## src/rtl/rst_seq.sv

```systemverilog
// rst_seq: reset sequencer placed directly after the reset synchronizer.
//
// Holds memory/mapper, PPU and CPU/APU in reset until the PLL lock has been
// stable for LOCK_HOLD cycles and the debounced front-panel button is
// released. It then releases the resets in order (mem, ppu, cpu), one stage
// every STAGE_GAP cycles. Lock loss or a button press aborts back to WAIT.
//
// Optional feature, macro RSTSEQ_SOFTRST_EN: adds i_soft_rst and a SOFT state.
// A soft reset pulse in RUN re-asserts the PPU and CPU resets while keeping
// memory/mapper out of reset, then re-enters the sequence at the PPU stage.
//
// Ports:
//   i_clk        system clock
//   i_rstn       asynchronous active-low reset (already synchronized release)
//   i_pll_locked PLL lock, asynchronous to i_clk
//   i_btn_n      reset button, active low, asynchronous and bouncing
//   i_soft_rst   (RSTSEQ_SOFTRST_EN only) one-cycle soft reset request
//   o_mem_rstn   memory/mapper reset, active low, released first
//   o_ppu_rstn   PPU reset, active low, released second
//   o_cpu_rstn   CPU/APU reset, active low, released last
//   o_ready      high when all resets are released
module rst_seq #(
    parameter int unsigned LOCK_HOLD    = 16,
    parameter int unsigned STAGE_GAP    = 8,
    parameter int unsigned DEBOUNCE_CYC = 1000,
    parameter int unsigned CNT_W        = 16
) (
    input  logic i_clk,
    input  logic i_rstn,
    input  logic i_pll_locked,
    input  logic i_btn_n,
`ifdef RSTSEQ_SOFTRST_EN
    input  logic i_soft_rst,
`endif
    output logic o_mem_rstn,
    output logic o_ppu_rstn,
    output logic o_cpu_rstn,
    output logic o_ready
);

    localparam logic [2:0] StWait = 3'd0;
    localparam logic [2:0] StHold = 3'd1;
    localparam logic [2:0] StMem  = 3'd2;
    localparam logic [2:0] StPpu  = 3'd3;
    localparam logic [2:0] StRun  = 3'd4;
`ifdef RSTSEQ_SOFTRST_EN
    localparam logic [2:0] StSoft = 3'd5;
`endif

    localparam logic [CNT_W-1:0] HoldLast = CNT_W'(LOCK_HOLD - 1);
    localparam logic [CNT_W-1:0] GapLast  = CNT_W'(STAGE_GAP - 1);
    localparam logic [CNT_W-1:0] DbLast   = CNT_W'(DEBOUNCE_CYC - 1);

    // ------------------------------------------------------------------
    // Input synchronizers
    // ------------------------------------------------------------------
    logic [1:0] lock_sync_q;
    logic [1:0] btn_sync_q;
    logic       lock_s;
    logic       btn_s;

    always_ff @(posedge i_clk or negedge i_rstn) begin
        if (!i_rstn) begin
            lock_sync_q <= 2'b00;
            btn_sync_q  <= 2'b11;
        end else begin
            lock_sync_q <= {lock_sync_q[0], i_pll_locked};
            btn_sync_q  <= {btn_sync_q[0], i_btn_n};
        end
    end

    assign lock_s = lock_sync_q[1];
    assign btn_s  = btn_sync_q[1];

    // ------------------------------------------------------------------
    // Button debounce: a new level is accepted only after it has been
    // seen for DEBOUNCE_CYC consecutive cycles.
    // ------------------------------------------------------------------
    logic             btn_db_q;
    logic             btn_db_d;
    logic [CNT_W-1:0] dcnt_q;
    logic [CNT_W-1:0] dcnt_d;

    always_comb begin
        btn_db_d = btn_db_q;
        dcnt_d   = '0;
        if (btn_s != btn_db_q) begin
            if (dcnt_q == DbLast) begin
                btn_db_d = btn_s;
            end else begin
                dcnt_d = dcnt_q + CNT_W'(1);
            end
        end
    end

    always_ff @(posedge i_clk or negedge i_rstn) begin
        if (!i_rstn) begin
            btn_db_q <= 1'b1;
            dcnt_q   <= '0;
        end else begin
            btn_db_q <= btn_db_d;
            dcnt_q   <= dcnt_d;
        end
    end

    // ------------------------------------------------------------------
    // Sequencing FSM
    // ------------------------------------------------------------------
    logic             abort;
    logic [2:0]       state_q;
    logic [2:0]       state_d;
    logic [CNT_W-1:0] cnt_q;
    logic [CNT_W-1:0] cnt_d;

    assign abort = !lock_s || !btn_db_q;

    always_comb begin
        state_d = state_q;
        cnt_d   = cnt_q;
        if (abort) begin
            state_d = StWait;
            cnt_d   = '0;
        end else begin
            case (state_q)
                StWait: begin
                    state_d = StHold;
                    cnt_d   = '0;
                end
                StHold: begin
                    if (cnt_q == HoldLast) begin
                        state_d = StMem;
                        cnt_d   = '0;
                    end else begin
                        cnt_d = cnt_q + CNT_W'(1);
                    end
                end
                StMem: begin
                    if (cnt_q == GapLast) begin
                        state_d = StPpu;
                        cnt_d   = '0;
                    end else begin
                        cnt_d = cnt_q + CNT_W'(1);
                    end
                end
                StPpu: begin
                    if (cnt_q == GapLast) begin
                        state_d = StRun;
                        cnt_d   = '0;
                    end else begin
                        cnt_d = cnt_q + CNT_W'(1);
                    end
                end
                StRun: begin
                    cnt_d = '0;
`ifdef RSTSEQ_SOFTRST_EN
                    if (i_soft_rst) begin
                        state_d = StSoft;
                    end
`endif
                end
`ifdef RSTSEQ_SOFTRST_EN
                // Memory stays released; rejoin the sequence at the PPU stage.
                StSoft: begin
                    if (cnt_q == GapLast) begin
                        state_d = StPpu;
                        cnt_d   = '0;
                    end else begin
                        cnt_d = cnt_q + CNT_W'(1);
                    end
                end
`endif
                default: begin
                    state_d = StWait;
                    cnt_d   = '0;
                end
            endcase
        end
    end

    always_ff @(posedge i_clk or negedge i_rstn) begin
        if (!i_rstn) begin
            state_q <= StWait;
            cnt_q   <= '0;
        end else begin
            state_q <= state_d;
            cnt_q   <= cnt_d;
        end
    end

    // ------------------------------------------------------------------
    // Outputs: registered, decoded from the next state so they switch on
    // the same edge as the state and cannot glitch.
    // ------------------------------------------------------------------
    logic mem_rel;
    logic ppu_rel;
    logic cpu_rel;

    always_comb begin
        mem_rel = 1'b0;
        ppu_rel = 1'b0;
        cpu_rel = 1'b0;
        case (state_d)
            StMem: begin
                mem_rel = 1'b1;
            end
            StPpu: begin
                mem_rel = 1'b1;
                ppu_rel = 1'b1;
            end
            StRun: begin
                mem_rel = 1'b1;
                ppu_rel = 1'b1;
                cpu_rel = 1'b1;
            end
`ifdef RSTSEQ_SOFTRST_EN
            StSoft: begin
                mem_rel = 1'b1;
            end
`endif
            default: begin
                mem_rel = 1'b0;
            end
        endcase
    end

    always_ff @(posedge i_clk or negedge i_rstn) begin
        if (!i_rstn) begin
            o_mem_rstn <= 1'b0;
            o_ppu_rstn <= 1'b0;
            o_cpu_rstn <= 1'b0;
            o_ready    <= 1'b0;
        end else begin
            o_mem_rstn <= mem_rel;
            o_ppu_rstn <= ppu_rel;
            o_cpu_rstn <= cpu_rel;
            o_ready    <= cpu_rel;
        end
    end

endmodule
```

## config.mk

```make
export PLATFORM = sky130hd
export DESIGN_NAME = rst_seq
export DESIGN_NICKNAME = d
export VERILOG_FILES = /design/src/rtl/rst_seq.sv
export SDC_FILE = /design/constraint.sdc
export NUM_CORES = 1
export LEC_CHECK = 0
export BUFFER_PORTS_ARGS = -buffer_cell sky130_fd_sc_hd__buf_2
export CAP_MARGIN = 10
export CORE_UTILIZATION = 54
export CTS_BUF_LIST = sky130_fd_sc_hd__clkbuf_16
export CTS_CLUSTER_SIZE = 8
export DETAILED_ROUTE_END_ITERATION = 12
export GPL_TIMING_DRIVEN = 0
export PLACE_DENSITY = 0.74
export SETUP_SLACK_MARGIN = 0.02
export SKIP_LAST_GASP = 1
export SLEW_MARGIN = 20
export SYNTH_ARGS = -nofsm -noshare
export SYNTH_HDL_FRONTEND = slang
export SYNTH_SLANG_ARGS = --single-unit
export TNS_END_PERCENT = 30
```

## constraint.sdc

```tcl
create_clock -name i_clk -period 1.92 [get_ports i_clk]
set_clock_uncertainty 0.05 [all_clocks]
set_input_delay 0.192 -clock i_clk [delete_from_list [all_inputs] [get_ports i_clk]]
set_output_delay 0.192 -clock i_clk [all_outputs]
set_load 0.02 [all_outputs]
```

Word level (Yosys, flattened, before mapping)
Index checks and enable logic that the tools add are counted.
W data, S select, Z words.
{ "classes": {"addsub": 2, "eq_ne": 11, "muxes": 14, "n_reduce_logical": 8} }
{ "ops": {"columns": ["operator", "n"], "rows": [
  ["$mux W16", 5],
  ["$add A16 B1 Y16 const B", 2],
  ["$pmux W16 S2", 1],
  ["$eq A16 B10 Y1 const B", 1],
  ["$eq A16 B3 Y1 const B", 1],
  ["$eq A16 B4 Y1 const B", 1],
  ["$pmux W3 S5", 1],
  ["$eq A3 B2 Y1 const B", 4],
  ["$mux W3", 4],
  ["$eq A3 B3 Y1 const B", 2],
  ["$reduce_or A2 Y1", 2],
  ["$eq A3 B1 Y1 const B", 1],
  ["$logic_not A3 Y1", 1],
  ["$mux W1", 3],
  ["$reduce_or A3 Y1", 1],
  ["$logic_not A1 Y1", 2],
  ["$reduce_and A2 Y1", 1],
  ["$logic_or A1 B1 Y1", 1],
  ["$ne A1 B1 Y1", 1]
]} }
{ "totals": {"ff_bits": 43, "input_bits": 4, "output_inout_bits": 4, "wordCells": 44} }

Depth between registers and ports, before layout
{ "logic_depth": {"depth_word": 7, "ltp_mapped": 7, "depth_no_buf": 5} }

Worst setup path after synthesis
OpenSTA, ideal clock, no wires.
{ "synth_timing": {"path_kind": "register -> register", "startpoint": "reg cnt_q[12]", "endpoint": "reg cnt_q[10]", "setup_time_ns": 0.119, "arrival_time_ns": 1.758, "required_ns": 1.751, "setup_slack_ns": -0.007, "stages_incl_launch_ff": 6, "n_path_buf": 1, "synth_period_minus_slack_ns": 1.927, "cell_sequence": "dfrtp_1 or4_1 nor4_4 a311o_2 buf_6 nor2_1"} }
{ "synth_via": {"elab_chain_len": 4, "word_cells_on_any_way": 6, "cone_classes": "2 x eq/ne; 4 x mux"} }
{ "synth_lines": {"columns": ["element", "line_no", "rtl"], "rows": [
  ["start, declared", "112", "logic [CNT_W-1:0] cnt_q;"],
  ["start signal, assigned", "186", "cnt_q <= cnt_d;"],
  ["$eq A16 B3 Y1 / $eq A16 B4 Y1 (equally long branches)", "138, 146, 130", null],
  ["$mux W16, on equally long branches", "138, 146, 130", null],
  ["$pmux W16 S2 *", "124", "case (state_q)"],
  ["$mux W16 *", "120", "if (abort) begin"],
  ["named net cnt_d[10]", "113", "logic [CNT_W-1:0] cnt_d;"]
]} }
The timed path passes the listed nets; every way through them passes the cells marked *.
A chain may end at the register's enable or synchronous reset.

Final worst setup path
{ "layout_timing": {"startpoint": "reg cnt_q[13]", "endpoint": "reg cnt_q[12]"} }
Same word-level chain as after synthesis.

==> parameters.txt <==
Parameter                              Value

GRT
  Global-route wire length before repair    just under 7000 um
  Tot GR Track Use    between 20% and 30%
  Number of antenna violations at the first check in global routing    0
  Via count of the first global-routing pass    about 1,500
  Maximum number of pins on one net before global-route repair    44
  Sum of overflow across all layers after global routing    0

Synth
  Commonest register cell after synthesis    sky130_fd_sc_hd__dfrtp_1
  Post-synthesis register bit count    43
  Post-synth ARST share    between 90% and 100%
  Share of the synthesized area in the top cell type    about half
  Cell area after synthesis    ~2000 um^2
  Count leader, synth    sky130_fd_sc_hd__dfrtp_1
  Count of different cell masters after synthesis    35
  Top cell types by occurrence after synthesis    sky130_fd_sc_hd__dfrtp_1, sky130_fd_sc_hd__nor2_1, sky130_fd_sc_hd__xnor2_1
  Seq/Total Area, Yosys    53.04%
  Largest cells by area after synthesis    sky130_fd_sc_hd__dfrtp_1, sky130_fd_sc_hd__xnor2_1, sky130_fd_sc_hd__nor2_1
  Yosys warnings    0
  Cells after synthesis    198
  Number of enable-type register cells in the synthesized netlist    0
  Cell type with the highest aggregate area in the netlist    sky130_fd_sc_hd__dfrtp_1
  Synth Net Count    around 200
  Mean area per synthesized cell    10.28 um^2

Setup path
  Worst r2r dst    cnt_q[12]
  Setup slack of the most critical reg-to-reg path    -0.06 ns
  Worst path cell trace    or4_4 > nor4_4 > a311o_2 > buf_6 > nor2_1
  Critical-path top delay cell    sky130_fd_sc_hd__or4_4
  Signal arrival time at the worst endpoint    about 2.1 ns
  Crit-path max cell delay    0.53 ns
  Worst Setup Start Kind    flop
  Critical path buffers and inverters    1
  Required @ worst endpoint    2.04 ns
  Register-to-Register Path Depth    5
  Worst-path maximum fanout    5
  R2R Path Start    cnt_q[13]
  CP Capture Type    flop
  Cell type group with the largest total delay on the critical path    simple AND/OR/NAND/NOR gates
  Critical path class    flop to flop

Die
  Die height    63.40 um
  Die boundary width    approximately 63 um
  Total die area    4020 um^2
  Top-Level Pins    8
  Rows    21
  Core Region    3468 um^2
  Effective utilization at floorplan    58.69%

STA
  WHS    -0.002647 ns
  Fmax    a little over 0.5 GHz
  Hold Fails Final Rpt    5
  Final setup violating endpoints    17
  Unrepaired setup endpoints after global routing    true
  Max-slew violation count    0
  Period utilization    103.2%
  Normalized max-slew margin    39.04%
  Least-Margin Pin Slew    between 0.9 and 1 ns
  Worst setup margin    -0.06149 ns
  Shortest clock period the worst path allows after layout    roughly 2.0 ns

Clock network
  Number of buffers added by the clock tree synthesis step    5
  Cell at the root of the clock tree    sky130_fd_sc_hd__clkbuf_16
  Max Root-Sink Buffers    2
  Clock tree from TritonCTS    yes
  Number of clock sinks seen by CTS    between 40 and 50
  Clock edge transition at the registers on the reported setup and hold paths    ~0.060 ns
  Worst-Skew Late Latency    roughly 0.28 ns
  Number of levels in the clock H-tree    2

Power
  Max rail drop VDD    about 0.0005 V
  Pleak    approximately 1 nW
  Total power divided by cell area    about 700 nW/um^2

Cells and area
  Layout-stage area growth over the synthesis result    19.36%
  Number of nets in the layout    between 200 and 250
  Non-filler instance count after layout    274
  Inserted Diodes    0
  Number of fill cells    between 200 and 250
  Share of final-layout standard cells stronger than drive strength 1    about a fifth

Routing
  Final routed DRC violation total    0
  WL/cell    14.24 um
  Total Routed Length    roughly 4000 um
  Number of vias after detailed routing    1,527
  Iteration count of the initial detailed-routing pass    4
  DR iter-0 viols    112
  Vias per cell    about 5.6
  Count of nets left with antenna violations after detail routing    0

Outcome
  Outcome    complete, but fails checks
  Violations in the final reports    hold timing, setup timing

Placed design
  Number of cells after detailed placement    between 200 and 300
  GP Congestion    approximately 0.84
  Number of buffer cells added on primary ports    7
  DP HPWL    2503 um

Worst hold path
  HP Class    input port to async pin

Job
  Maxcap violations    0
[per-stage QoR]
step / power [mW] / cell area, um^2 / setup TNS [ns] / setup slack [ns] / utilization, %
floorplan: 0.9543 / 2039 / 0 / 0.02862 / -
global route: 1.809 / 2430 / -3.101 / -0.1351 / 70.06
global placement: 0.9777 / 2132 / -2.927 / -0.1809 / 61.47
detailed placement: 0.9797 / 2132 / -4.339 / -0.2205 / 61.47
finish: 1.745 / 2430 / -0.8048 / -0.06149 / 70.06
CTS: 1.758 / 2405 / -0.4832 / -0.03715 / 69.34
[repair_timing]
action	CTS	global route
pin swaps	4	2
buffers inserted	9	3
resized for setup	11	1
gates cloned	1	0
setup endpoints to repair	37	32
endpoints found under the hold margin	2	0
hold buffers	2	0
[how the worst max path moves through the flow]
stage	cells after the start	end	start	slack, ns
6_report	5	cnt_q[12]	cnt_q[13]	-0.06
4_1_cts	5	cnt_q[12]	cnt_q[9]	-0.04
5_1_grt	5	cnt_q[14]	cnt_q[13]	-0.14
3_3_place_gp	6	dcnt_q[9]	dcnt_q[10]	-0.18
3_5_place_dp	6	dcnt_q[13]	dcnt_q[10]	-0.22
2_1_floorplan	5	cnt_q[10]	cnt_q[9]	0.03
[cells by family (layout without fill, tap and decap cells)]
logic type	after synthesis	in the layout	synth area share [%]
AOI/OAI and AO/OA	10	10	3.750
xor gates and xnor gates	29	29	12.48
adders and majority gates	2	2	1.229
buffers and inverters	12	42	3.073
DFF	43	43	53.04
muxes	2	2	1.045
and+or+nand+nor	100	100	25.38
[state kept, by name, indices dropped and copies added (netlist names)]
register,cells
state_q,3
dcnt_q,16
cnt_q,16
lock_sync_q,2
o_mem_rstn,1
btn_sync_q,2
o_ready,1
o_ppu_rstn,1
btn_db_q,1
[final cells by class]
cell class              instances  area [um^2]  area share, %
plain buffers                   6        46.29          1.905
inverters                       6        22.52         0.9269
repair buffers                 22        156.4          6.437
clock buffers                   5        125.1          5.149
clock inverters                 3        11.26         0.4634
multi-input cells             143        930.9          38.31
flip-flops and latches         43         1080          44.44
well taps                      46        57.56          2.369
[cell usage in the layout, fill, tap and decap left out, types with 3 or more instances in the layout]
master,count
sky130_fd_sc_hd__dfrtp_1,40
sky130_fd_sc_hd__nor2_1,34
sky130_fd_sc_hd__xnor2_1,20
sky130_fd_sc_hd__buf_4,14
sky130_fd_sc_hd__nand2_1,14
sky130_fd_sc_hd__nand3_1,10
sky130_fd_sc_hd__xor2_1,9
sky130_fd_sc_hd__inv_1,9
sky130_fd_sc_hd__nand4_1,8
sky130_fd_sc_hd__buf_2,8
sky130_fd_sc_hd__nor4_1,6
sky130_fd_sc_hd__nor3_1,6
sky130_fd_sc_hd__or4_4,5
sky130_fd_sc_hd__clkbuf_16,5
sky130_fd_sc_hd__buf_6,3
sky130_fd_sc_hd__and4_1,3
sky130_fd_sc_hd__dfstp_2,3
[layer usage]
metal	vias up	part of all wire [%]	global-route usage, %
met1	743	47	29.87
met2	30	48	34.71
met5	-	0	0
met4	0	1.0	8.239
li1	748	-	-
met3	6	3.6	6.159
[report_power, final]
group	internal, mW	switching, mW	total [mW]
Clock	0.467	0.309	0.776
Combinational	0.0145	0.0297	0.0442
Sequential	0.918	0.00619	0.924
(Power assumes the default switching activity.)
